**src/rtl/pio_fifo.sv**
```systemverilog
// TX/RX FIFO pair between the host bus and one PIO state machine, with sticky error flags.
// Defining PIO_FIFO_JOIN_EN compiles in joining both FIFOs into a single FIFO of 2*DEPTH entries.
module pio_fifo #(
    parameter int DEPTH = 4,
    parameter int WIDTH = 32,
`ifdef PIO_FIFO_JOIN_EN
    localparam int LW = $clog2(2 * DEPTH) + 1
`else
    localparam int LW = $clog2(DEPTH) + 1
`endif
) (
    input  logic             clk,
    input  logic             reset,
    input  logic             tx_wr,
    input  logic [WIDTH-1:0] tx_wdata,
    input  logic             rx_rd,
    output logic [WIDTH-1:0] rx_rdata,
    input  logic             pull,
    output logic [WIDTH-1:0] pull_data,
    input  logic             push,
    input  logic [WIDTH-1:0] push_data,
    output logic             empty,
    output logic             full,
    output logic             tx_full,
    output logic             rx_empty,
    output logic [LW-1:0]    tx_level,
    output logic [LW-1:0]    rx_level,
    input  logic [3:0]       flag_clr,
    output logic [3:0]       flags
`ifdef PIO_FIFO_JOIN_EN
    ,
    input  logic             join_tx,
    input  logic             join_rx
`endif
);

    localparam int AW  = $clog2(DEPTH);
    localparam int MAW = AW + 1;
    localparam logic [LW-1:0] CAP_N = LW'(DEPTH);
    localparam logic [LW-1:0] LIM_N = LW'(2 * DEPTH - 1);
    localparam logic [LW-1:0] MSK_N = LW'(DEPTH - 1);
`ifdef PIO_FIFO_JOIN_EN
    localparam logic [LW-1:0] CAP_J = LW'(2 * DEPTH);
    localparam logic [LW-1:0] LIM_J = LW'(4 * DEPTH - 1);
    localparam logic [LW-1:0] MSK_J = LW'(2 * DEPTH - 1);
`endif

    // Shared storage: TX owns the lower half, RX the upper half, unless joined.
    logic [WIDTH-1:0] mem_r [0:2*DEPTH-1];

    logic [LW-1:0]  tx_wp_r, tx_rp_r, rx_wp_r, rx_rp_r;
    logic [LW-1:0]  tx_wp_n_s, tx_rp_n_s, rx_wp_n_s, rx_rp_n_s;
    logic [LW-1:0]  tx_cap_s, tx_lim_s, tx_msk_s, rx_cap_s, rx_lim_s, rx_msk_s;
    logic [LW-1:0]  tx_lvl_s, rx_lvl_s, tx_lvl_n_s, rx_lvl_n_s;
    logic [LW-1:0]  tx_level_r, rx_level_r;
    logic [MAW-1:0] tx_wa_s, tx_ra_s, rx_wa_s, rx_ra_s, rx_base_s;
    logic [1:0]     mode_s, mode_r;
    logic [3:0]     flag_set_s, flags_r;
    logic           flush_s, tx_act_s, rx_act_s;
    logic           tx_is_empty_s, tx_is_full_s, rx_is_empty_s, rx_is_full_s;
    logic           tx_do_wr_s, tx_do_pop_s, rx_do_wr_s, rx_do_pop_s;
    logic           empty_n_s, full_n_s, tx_full_n_s, rx_empty_n_s;
    logic           empty_r, full_r, tx_full_r, rx_empty_r;

    // Wrap a pointer back to zero after it reaches 2*capacity-1.
    function automatic logic [LW-1:0] ptr_inc(input logic [LW-1:0] p, input logic [LW-1:0] lim);
        if (p == lim) begin
            ptr_inc = {LW{1'b0}};
        end else begin
            ptr_inc = p + {{(LW-1){1'b0}}, 1'b1};
        end
    endfunction

`ifdef PIO_FIFO_JOIN_EN
    // Both join requests together fall back to the unjoined layout.
    assign mode_s = {join_rx & ~join_tx, join_tx & ~join_rx};
`else
    assign mode_s = 2'b00;
`endif

    // Active capacity, pointer wrap limit and index mask of each FIFO.
    always_comb begin
        tx_cap_s = CAP_N;
        tx_lim_s = LIM_N;
        tx_msk_s = MSK_N;
        rx_cap_s = CAP_N;
        rx_lim_s = LIM_N;
        rx_msk_s = MSK_N;
`ifdef PIO_FIFO_JOIN_EN
        if (mode_r[0]) begin
            tx_cap_s = CAP_J;
            tx_lim_s = LIM_J;
            tx_msk_s = MSK_J;
        end else begin
            tx_cap_s = CAP_N;
            tx_lim_s = LIM_N;
            tx_msk_s = MSK_N;
        end
        if (mode_r[1]) begin
            rx_cap_s = CAP_J;
            rx_lim_s = LIM_J;
            rx_msk_s = MSK_J;
        end else begin
            rx_cap_s = CAP_N;
            rx_lim_s = LIM_N;
            rx_msk_s = MSK_N;
        end
`endif
    end

    // Strobe qualification, error detection and next pointer/status values.
    always_comb begin
        flush_s  = (mode_s != mode_r);
        tx_act_s = ~reset & ~flush_s & ~mode_r[1];
        rx_act_s = ~reset & ~flush_s & ~mode_r[0];

        tx_lvl_s      = (tx_wp_r - tx_rp_r) & tx_lim_s;
        rx_lvl_s      = (rx_wp_r - rx_rp_r) & rx_lim_s;
        tx_is_empty_s = (tx_lvl_s == {LW{1'b0}});
        tx_is_full_s  = (tx_lvl_s == tx_cap_s);
        rx_is_empty_s = (rx_lvl_s == {LW{1'b0}});
        rx_is_full_s  = (rx_lvl_s == rx_cap_s);

        tx_do_wr_s  = tx_act_s & tx_wr & ~tx_is_full_s;
        tx_do_pop_s = tx_act_s & pull & ~tx_is_empty_s;
        rx_do_wr_s  = rx_act_s & push & ~rx_is_full_s;
        rx_do_pop_s = rx_act_s & rx_rd & ~rx_is_empty_s;

        // A pop on an empty FIFO with a simultaneous write is absorbed, not flagged.
        flag_set_s = {rx_act_s & rx_rd & rx_is_empty_s & ~push,
                      rx_act_s & push & rx_is_full_s,
                      tx_act_s & tx_wr & tx_is_full_s,
                      tx_act_s & pull & tx_is_empty_s & ~tx_wr};

        rx_base_s = mode_r[1] ? {MAW{1'b0}} : MAW'(DEPTH);
        tx_wa_s   = MAW'(tx_wp_r & tx_msk_s);
        tx_ra_s   = MAW'(tx_rp_r & tx_msk_s);
        rx_wa_s   = MAW'(rx_wp_r & rx_msk_s) + rx_base_s;
        rx_ra_s   = MAW'(rx_rp_r & rx_msk_s) + rx_base_s;

        if (flush_s) begin
            tx_wp_n_s = {LW{1'b0}};
            tx_rp_n_s = {LW{1'b0}};
            rx_wp_n_s = {LW{1'b0}};
            rx_rp_n_s = {LW{1'b0}};
        end else begin
            tx_wp_n_s = tx_do_wr_s  ? ptr_inc(tx_wp_r, tx_lim_s) : tx_wp_r;
            tx_rp_n_s = tx_do_pop_s ? ptr_inc(tx_rp_r, tx_lim_s) : tx_rp_r;
            rx_wp_n_s = rx_do_wr_s  ? ptr_inc(rx_wp_r, rx_lim_s) : rx_wp_r;
            rx_rp_n_s = rx_do_pop_s ? ptr_inc(rx_rp_r, rx_lim_s) : rx_rp_r;
        end

        tx_lvl_n_s   = (tx_wp_n_s - tx_rp_n_s) & tx_lim_s;
        rx_lvl_n_s   = (rx_wp_n_s - rx_rp_n_s) & rx_lim_s;
        empty_n_s    = (tx_lvl_n_s == {LW{1'b0}}) | mode_s[1];
        tx_full_n_s  = (tx_lvl_n_s == tx_cap_s) | mode_s[1];
        rx_empty_n_s = (rx_lvl_n_s == {LW{1'b0}}) | mode_s[0];
        full_n_s     = (rx_lvl_n_s == rx_cap_s) | mode_s[0];
    end

    // Pointer, join mode, status and sticky flag registers.
    always_ff @(posedge clk) begin
        if (reset) begin
            tx_wp_r    <= {LW{1'b0}};
            tx_rp_r    <= {LW{1'b0}};
            rx_wp_r    <= {LW{1'b0}};
            rx_rp_r    <= {LW{1'b0}};
            mode_r     <= mode_s;
            tx_level_r <= {LW{1'b0}};
            rx_level_r <= {LW{1'b0}};
            empty_r    <= 1'b1;
            rx_empty_r <= 1'b1;
            full_r     <= 1'b0;
            tx_full_r  <= 1'b0;
            flags_r    <= 4'b0000;
        end else begin
            tx_wp_r    <= tx_wp_n_s;
            tx_rp_r    <= tx_rp_n_s;
            rx_wp_r    <= rx_wp_n_s;
            rx_rp_r    <= rx_rp_n_s;
            mode_r     <= mode_s;
            tx_level_r <= tx_lvl_n_s;
            rx_level_r <= rx_lvl_n_s;
            empty_r    <= empty_n_s;
            rx_empty_r <= rx_empty_n_s;
            full_r     <= full_n_s;
            tx_full_r  <= tx_full_n_s;
            flags_r    <= (flags_r & ~flag_clr) | flag_set_s;
        end
    end

    // Storage writes; contents survive reset and are discarded via the pointers.
    always_ff @(posedge clk) begin
        if (tx_do_wr_s) begin
            mem_r[tx_wa_s] <= tx_wdata;
        end
        if (rx_do_wr_s) begin
            mem_r[rx_wa_s] <= push_data;
        end
    end

    assign pull_data = mem_r[tx_ra_s];
    assign rx_rdata  = mem_r[rx_ra_s];
    assign empty     = empty_r;
    assign full      = full_r;
    assign tx_full   = tx_full_r;
    assign rx_empty  = rx_empty_r;
    assign tx_level  = tx_level_r;
    assign rx_level  = rx_level_r;
    assign flags     = flags_r;

endmodule

```
**config.mk**
```make
export PLATFORM = sky130hd
export DESIGN_NAME = pio_fifo
export DESIGN_NICKNAME = d
export VERILOG_FILES = /design/src/rtl/pio_fifo.sv
export SDC_FILE = /design/constraint.sdc
export NUM_CORES = 1
export LEC_CHECK = 0
export BUFFER_PORTS_ARGS = -buffer_cell sky130_fd_sc_hd__buf_4
export CORE_AREA = 2 2 142 144
export CTS_CLUSTER_SIZE = 28
export DETAILED_ROUTE_END_ITERATION = 10
export DIE_AREA = 0 0 144 146
export PLACE_DENSITY = 0.85
export SLEW_MARGIN = 25
export SYNTH_ARGS = -nofsm -noshare
export SYNTH_HDL_FRONTEND = slang
export SYNTH_SLANG_ARGS = --single-unit
```
**constraint.sdc**
```tcl
create_clock -name clk -period 7.1 [get_ports clk]
set_input_delay 0.71 -clock clk [delete_from_list [all_inputs] [get_ports clk]]
set_output_delay 0.71 -clock clk [all_outputs]
set_load 0.01 [all_outputs]
```
==> results of run 1 <==
[registers in the layout, summed over array words and instances (netlist names)]
name / flops
mem_r: 256
flags: 4
rx_level: 3
rx_rp_r: 3
rx_wp_r: 3
tx_level: 3
tx_rp_r: 3
tx_wp_r: 3
empty: 1
full: 1
rx_empty: 1
tx_full: 1
[worst paths after layout]
kind	end	slack (ps)	depth (start not counted)
max	empty	3410	11
max reg2reg	empty	3410	11
min	mem_r[3][6]	390	1
min reg2reg	flags[2]	480	2
[routing by layer]
metal	routed length [µm]	up-vias
li1	-	2284
met4	535	0
met2	10460	175
met3	1032	39
met1	7661	2642
met5	0	-
[worst register-to-register path, cell delays in order, from the launching register on]
cell and delay, ps:
dfxtp_2 910, inv_1 140, ha_1 220, nor2b_1 170
xnor2_1 190, a21oi_2 370, mux2i_1 290, ha_1 190
inv_1 50, fa_1 380, xor3_1 430, a31o_2 260
[metrics by stage]
step	hold slack [ps]	cells	instance area [µm²]
global route	370.6	937	12930
CTS	369.0	937	12930
global placement	464.6	884	12060
finish	387.5	937	12930
detailed placement	470.6	884	12060
floorplan	493.4	481	10620
[synth_stat cells]
| master | instances |
|---|---|
| xnor2_1 | 4 |
| nor3_1 | 2 |
| xor3_2 | 1 |
| a21o_1 | 2 |
| o21ai_2 | 1 |
| inv_1 | 16 |
| or2b_2 | 1 |
| mux2i_1 | 8 |
| and2_2 | 4 |
| xor3_1 | 1 |
| nor4_1 | 2 |
| clkbuf_1 | 13 |
| dfxtp_1 | 26 |
| edfxtp_1 | 256 |
| and2b_2 | 1 |
| nor4b_2 | 2 |
| fa_1 | 2 |
| buf_1 | 2 |
| ha_1 | 20 |
| a21oi_1 | 4 |
| nor2_1 | 20 |
| buf_2 | 4 |
| nand3_1 | 2 |
| nor2b_1 | 5 |
| a21oi_2 | 1 |
| o21ai_1 | 1 |
| and2_1 | 4 |
| a31o_2 | 2 |
| o21ai_0 | 2 |
| nand2_1 | 4 |
| nand2b_1 | 3 |
| a21oi_4 | 1 |
| mux4_2 | 64 |
[kinds of logic (layout without fill, tap and decap cells)]
logic type | count (synthesis) | count (layout) | synth area share
xor+xnor | 6 | 6 | 0.007895
buf+inv | 35 | 226 | 0.01285
flops | 282 | 282 | 0.7731
compound gates | 14 | 14 | 0.009547
simple gates | 50 | 50 | 0.02593
mux | 72 | 72 | 0.1433
fa+ha+maj | 22 | 22 | 0.02734
[cell type report]
| class | count | area share |
|---|---|---|
| sequential | 282 | 0.6350 |
| clock buffer | 37 | 0.06075 |
| clock inverter | 16 | 0.007159 |
| timing repair buffer | 157 | 0.09113 |
| tap | 265 | 0.02564 |
| multi-input combinational | 164 | 0.1757 |
| inverter | 16 | 0.004643 |
[where the power goes]
| part | internal (mW) | leakage [nW] | switching, mW |
|---|---|---|---|
| combinational | 0.144 | 1.57 | 0.135 |
| clock | 0.782 | 0.432 | 0.600 |
| sequential | 1.86 | 2.54 | 0.0147 |
| total | 2.78 | 4.54 | 0.750 |
==> flow_summary.yaml, run 1 <==
min_path:
  hold_class: "in -> reg"
  worstHoldStart: "tx_wdata[6]"
outcome:
  status: "finished clean"
finish:
  synthToLayoutAreaGrowth_pct: 21.83
  layout_commonest_cell: "edfxtp_1"
  fin_nets: 746
  final_cell_mix: "edfxtp_1, buf_4, mux4_2"
  nFillCells: 1218
  multi_input_area_um2: 2272
  drive_above_1_share: 0.4241
  regArea_um2: 8213
  fin_util: 0.6689
  diodes: 0
global_routing:
  antenna_found_initial: 0
  met1_usage: 0.2438
  grt_use_met2: 0.3336
  busiest_layer: "met2"
  grt-ovfl-total: 0
  grt_pass1_vias: 5530
  use_met3: 0.02665
  grt_usage: 0.1887
  grt_max_degree: 37
  grt_pass1_wl_mm: 30.48
clocking:
  cts_root_buffer: "clkbuf_16"
  cts_sinks: 282
  cts_post_setup_buffers_inserted: 0
  tritoncts: "yes"
  h-tree-depth: 1
  clkSlewWorstSetupHoldPaths_ps: 60
  clk_path_buf_depth: 3
  insertion_delay_ps: 520
  cts_buffers: 29
  postCtsHoldBufs: 0
  post_cts_resized: 0
flow_run:
  maxCapViolCount: 0
die:
  rows: 51
  io_pins: 152
  core_um2: 19330
  die_x_um: 144
  start_util: 0.5491
  die_height_um: 146
  die_area_um2: 21020
detailed_routing:
  drc: 0
  ant_nets: 0
  drt_wl_total_mm: 19.69
  first_pass_iters: 5
  vias: 5140
  post_drt_via_cell_ratio: 5.486
  drt_iter0_drc: 286
  avgRoutedWirePerCell_um: 21.02
synth:
  synthTopCellsByArea: "edfxtp_1, mux4_2, dfxtp_1"
  synth.distinct_cells: 33
  synth_fp_nets: 577
  yosysWarnings: 0
  ys_seq_elements: 282
  ys_seq_area_frac: 0.7731
  synth.largest_area_cell: "edfxtp_1"
  syn_avg_cell_area_um2: 22.07
  synth.top_cell.area_share: 0.7241
  syn_inst: 481
  synth_area_um2: 10620
critical_path:
  worstPathBufferInverterCount: 2
  cp.arrival_ps: 4110
  crit_path_start: "tx_rp_r[1]"
  path_max_fanout: 35
  r2r-start: "tx_rp_r[1]"
  cp_slowest_cell: "dfxtp_2"
  cp_data_required_time_ps: 7520
  critPathCaptureType: "register"
  path_cells: "inv_1 > ha_1 > nor2b_1 > xnor2_1 > a21oi_2 > mux2i_1 > ha_1 > inv_1 > fa_1 > xor3_1 > a31o_2"
  critPathTopFamily: "flip-flops"
  start_kind: "register"
  max_stage_delay_ps: 910
  worstSetupPathType: "reg -> reg"
place:
  post-place-ws_ps: 3390
  io_buffers: 151
  dp_hpwl_mm: 12.42
  place_congestion: 0.8073
sta:
  finClkSkew_ps: 11.24
  slew-limit-headroom: 0.3832
  hold_viol: 0
  drv_slew: 0
  timing.final.crit_share: 0.5195
  setup_viol: 0
  setup_tns_ps: 0
  timing.fmax_ghz: 0.2711
  rsz0062_at_grt: "false"
  fin_crit_ps: 3688
  layout_setup_ws_ps: 3412
  tightest_slew_ps: 925.2
power:
  total_power_mw: 3.533
  ir_worst_vdd_mv: 0.1569
  powerDensity_nw_per_um2: 273.2
  cellLeakagePower_nw: 4.536
Note: power is estimated with default switching activity, not from simulation.
==> run 2, diff against run 1 <==
- clock period: 7.1 -> 3.4 ns (I/O delays scaled with it)
==> flow_summary.yaml, run 2 (synthesized netlist as in run 1, its figures left out) <==
detailed_routing:
  ant_nets: 0
  drc: 0
  avgRoutedWirePerCell_um: 20.91
  first_pass_iters: 4
  drt_wl_total_mm: 20.03
  post_drt_via_cell_ratio: 5.426
  vias: 5198
  drt_iter0_drc: 339
power:
  total_power_mw: 7.462
  powerDensity_nw_per_um2: 566.4
  cellLeakagePower_nw: 4.640
  ir_worst_vdd_mv: 0.3531
die:
  core_um2: 19330
  die_x_um: 144
  die_area_um2: 21020
  start_util: 0.5491
  rows: 51
  io_pins: 152
  die_height_um: 146
place:
  place_congestion: 0.7459
  dpl_cell_area_um2: 12090
  dp_hpwl_mm: 12.47
  io_buffers: 151
  placed_cells: 888
sta:
  finClkSkew_ps: 16.76
  rsz0062_at_grt: "false"
  whs_ps: 15.18
  fin_crit_ps: 3136
  drv_slew: 0
  hold_viol: 0
  setup_viol: 0
  timing.final.crit_share: 0.9224
  setup_tns_ps: 0
  tightest_slew_ps: 893.1
  timing.fmax_ghz: 0.3189
  slew-limit-headroom: 0.4046
min_path:
  hold_class: "in -> reg"
  worstHoldStart: "push_data[21]"
  hold_depth: 1
  min_to: "mem_r[7][21]"
finish:
  drive_above_1_share: 0.4046
  fin_area_um2: 13170
  nFillCells: 1214
  final_cells: 958
  final_cell_mix: "edfxtp_1, buf_4, mux4_2"
  synthToLayoutAreaGrowth_pct: 24.09
  layout_commonest_cell: "edfxtp_1"
  multi_input_area_um2: 2272
  largest_register_ffs: 256
  fin_nets: 769
  regArea_um2: 8213
  regMostFlops: "mem_r"
clocking:
  cts_post_setup_buffers_inserted: 0
  cts_root_buffer: "clkbuf_16"
  insertion_delay_ps: 520
  tritoncts: "yes"
  h-tree-depth: 1
  cts_buffers: 28
  clkSlewWorstSetupHoldPaths_ps: 60
  cts_sinks: 282
  clk_path_buf_depth: 3
global_routing:
  grt-ovfl-total: 0
  grt_pass1_vias: 5734
  grt_usage: 0.1936
  grt_pass1_wl_mm: 30.99
  antenna_found_initial: 1
  busiest_layer: "met2"
  grt_max_degree: 36
  use_met3: 0.03323
  grt_use_met2: 0.3471
  met1_usage: 0.2380
critical_path:
  r2r_setup_slack_ps: 260
  cp.arrival_ps: 3550
  cp_data_required_time_ps: 3820
  worstRegToRegCells: 12
  r2r-start: "rx_wp_r[0]"
  critPathCaptureType: "register"
  r2r-end: "rx_empty"
  worstSetupPathType: "reg -> reg"
  crit_path_start: "rx_wp_r[0]"
  path_max_fanout: 8
  start_kind: "register"
outcome:
  status: "finished clean"
flow_run:
  maxCapViolCount: 0
[run 2: area by class of cell]
class / instances / share of cell area
sequential: 282 / 0.6234
inverter: 16 / 0.004559
clock buffer: 37 / 0.05737
tap: 265 / 0.02517
antenna: 1 / 0.0001900
multi-input combinational: 164 / 0.1725
timing repair buffer: 181 / 0.1069
clock inverter: 12 / 0.009877
[run 2: stage by stage]
stage / setup slack, ps / util
CTS: 246.8 / 0.6781
global route: 41.28 / 0.6814
global placement: 459.8 / 0.6251
detailed placement: 244.2 / 0.6251
floorplan: 125.4 / -
finish: 264.0 / 0.6814
[run 2: worst max path at each step]
stage / to
CTS: rx_empty
floorplan: rx_empty
global placement: rx_empty
finish: rx_empty
detailed placement: rx_empty
global route: empty
[run 2: power by group]
group / total (mW) / switching (mW) / internal [mW]
sequential: 3.91 / 0.0274 / 3.88
clock: 2.95 / 1.17 / 1.77
combinational: 0.609 / 0.291 / 0.318
total: 7.46 / 1.49 / 5.97
[run 2: layer usage]
layer	share of wire	wire [µm]	vias to the layer above
met1	0.37	7503	2648
met2	0.54	10770	176
li1	-	-	2328
met3	0.058	1167	46
met5	0	0	-
met4	0.029	583	0
[run 2: critical path, cell delays in order (launching register included)]
cell,delay (ps)
dfxtp_1,400
inv_1,110
ha_1,200
and2b_2,190
xnor2_1,120
buf_4,160
a21oi_4,240
mux2i_1,310
ha_1,190
inv_1,50
fa_1,360
xor3_2,420
a31o_2,260
[run 2: what timing repair did]
action	CTS	global route
hold buffers	14	6
gates resized for setup	0	0
hold endpoints to repair	46	16
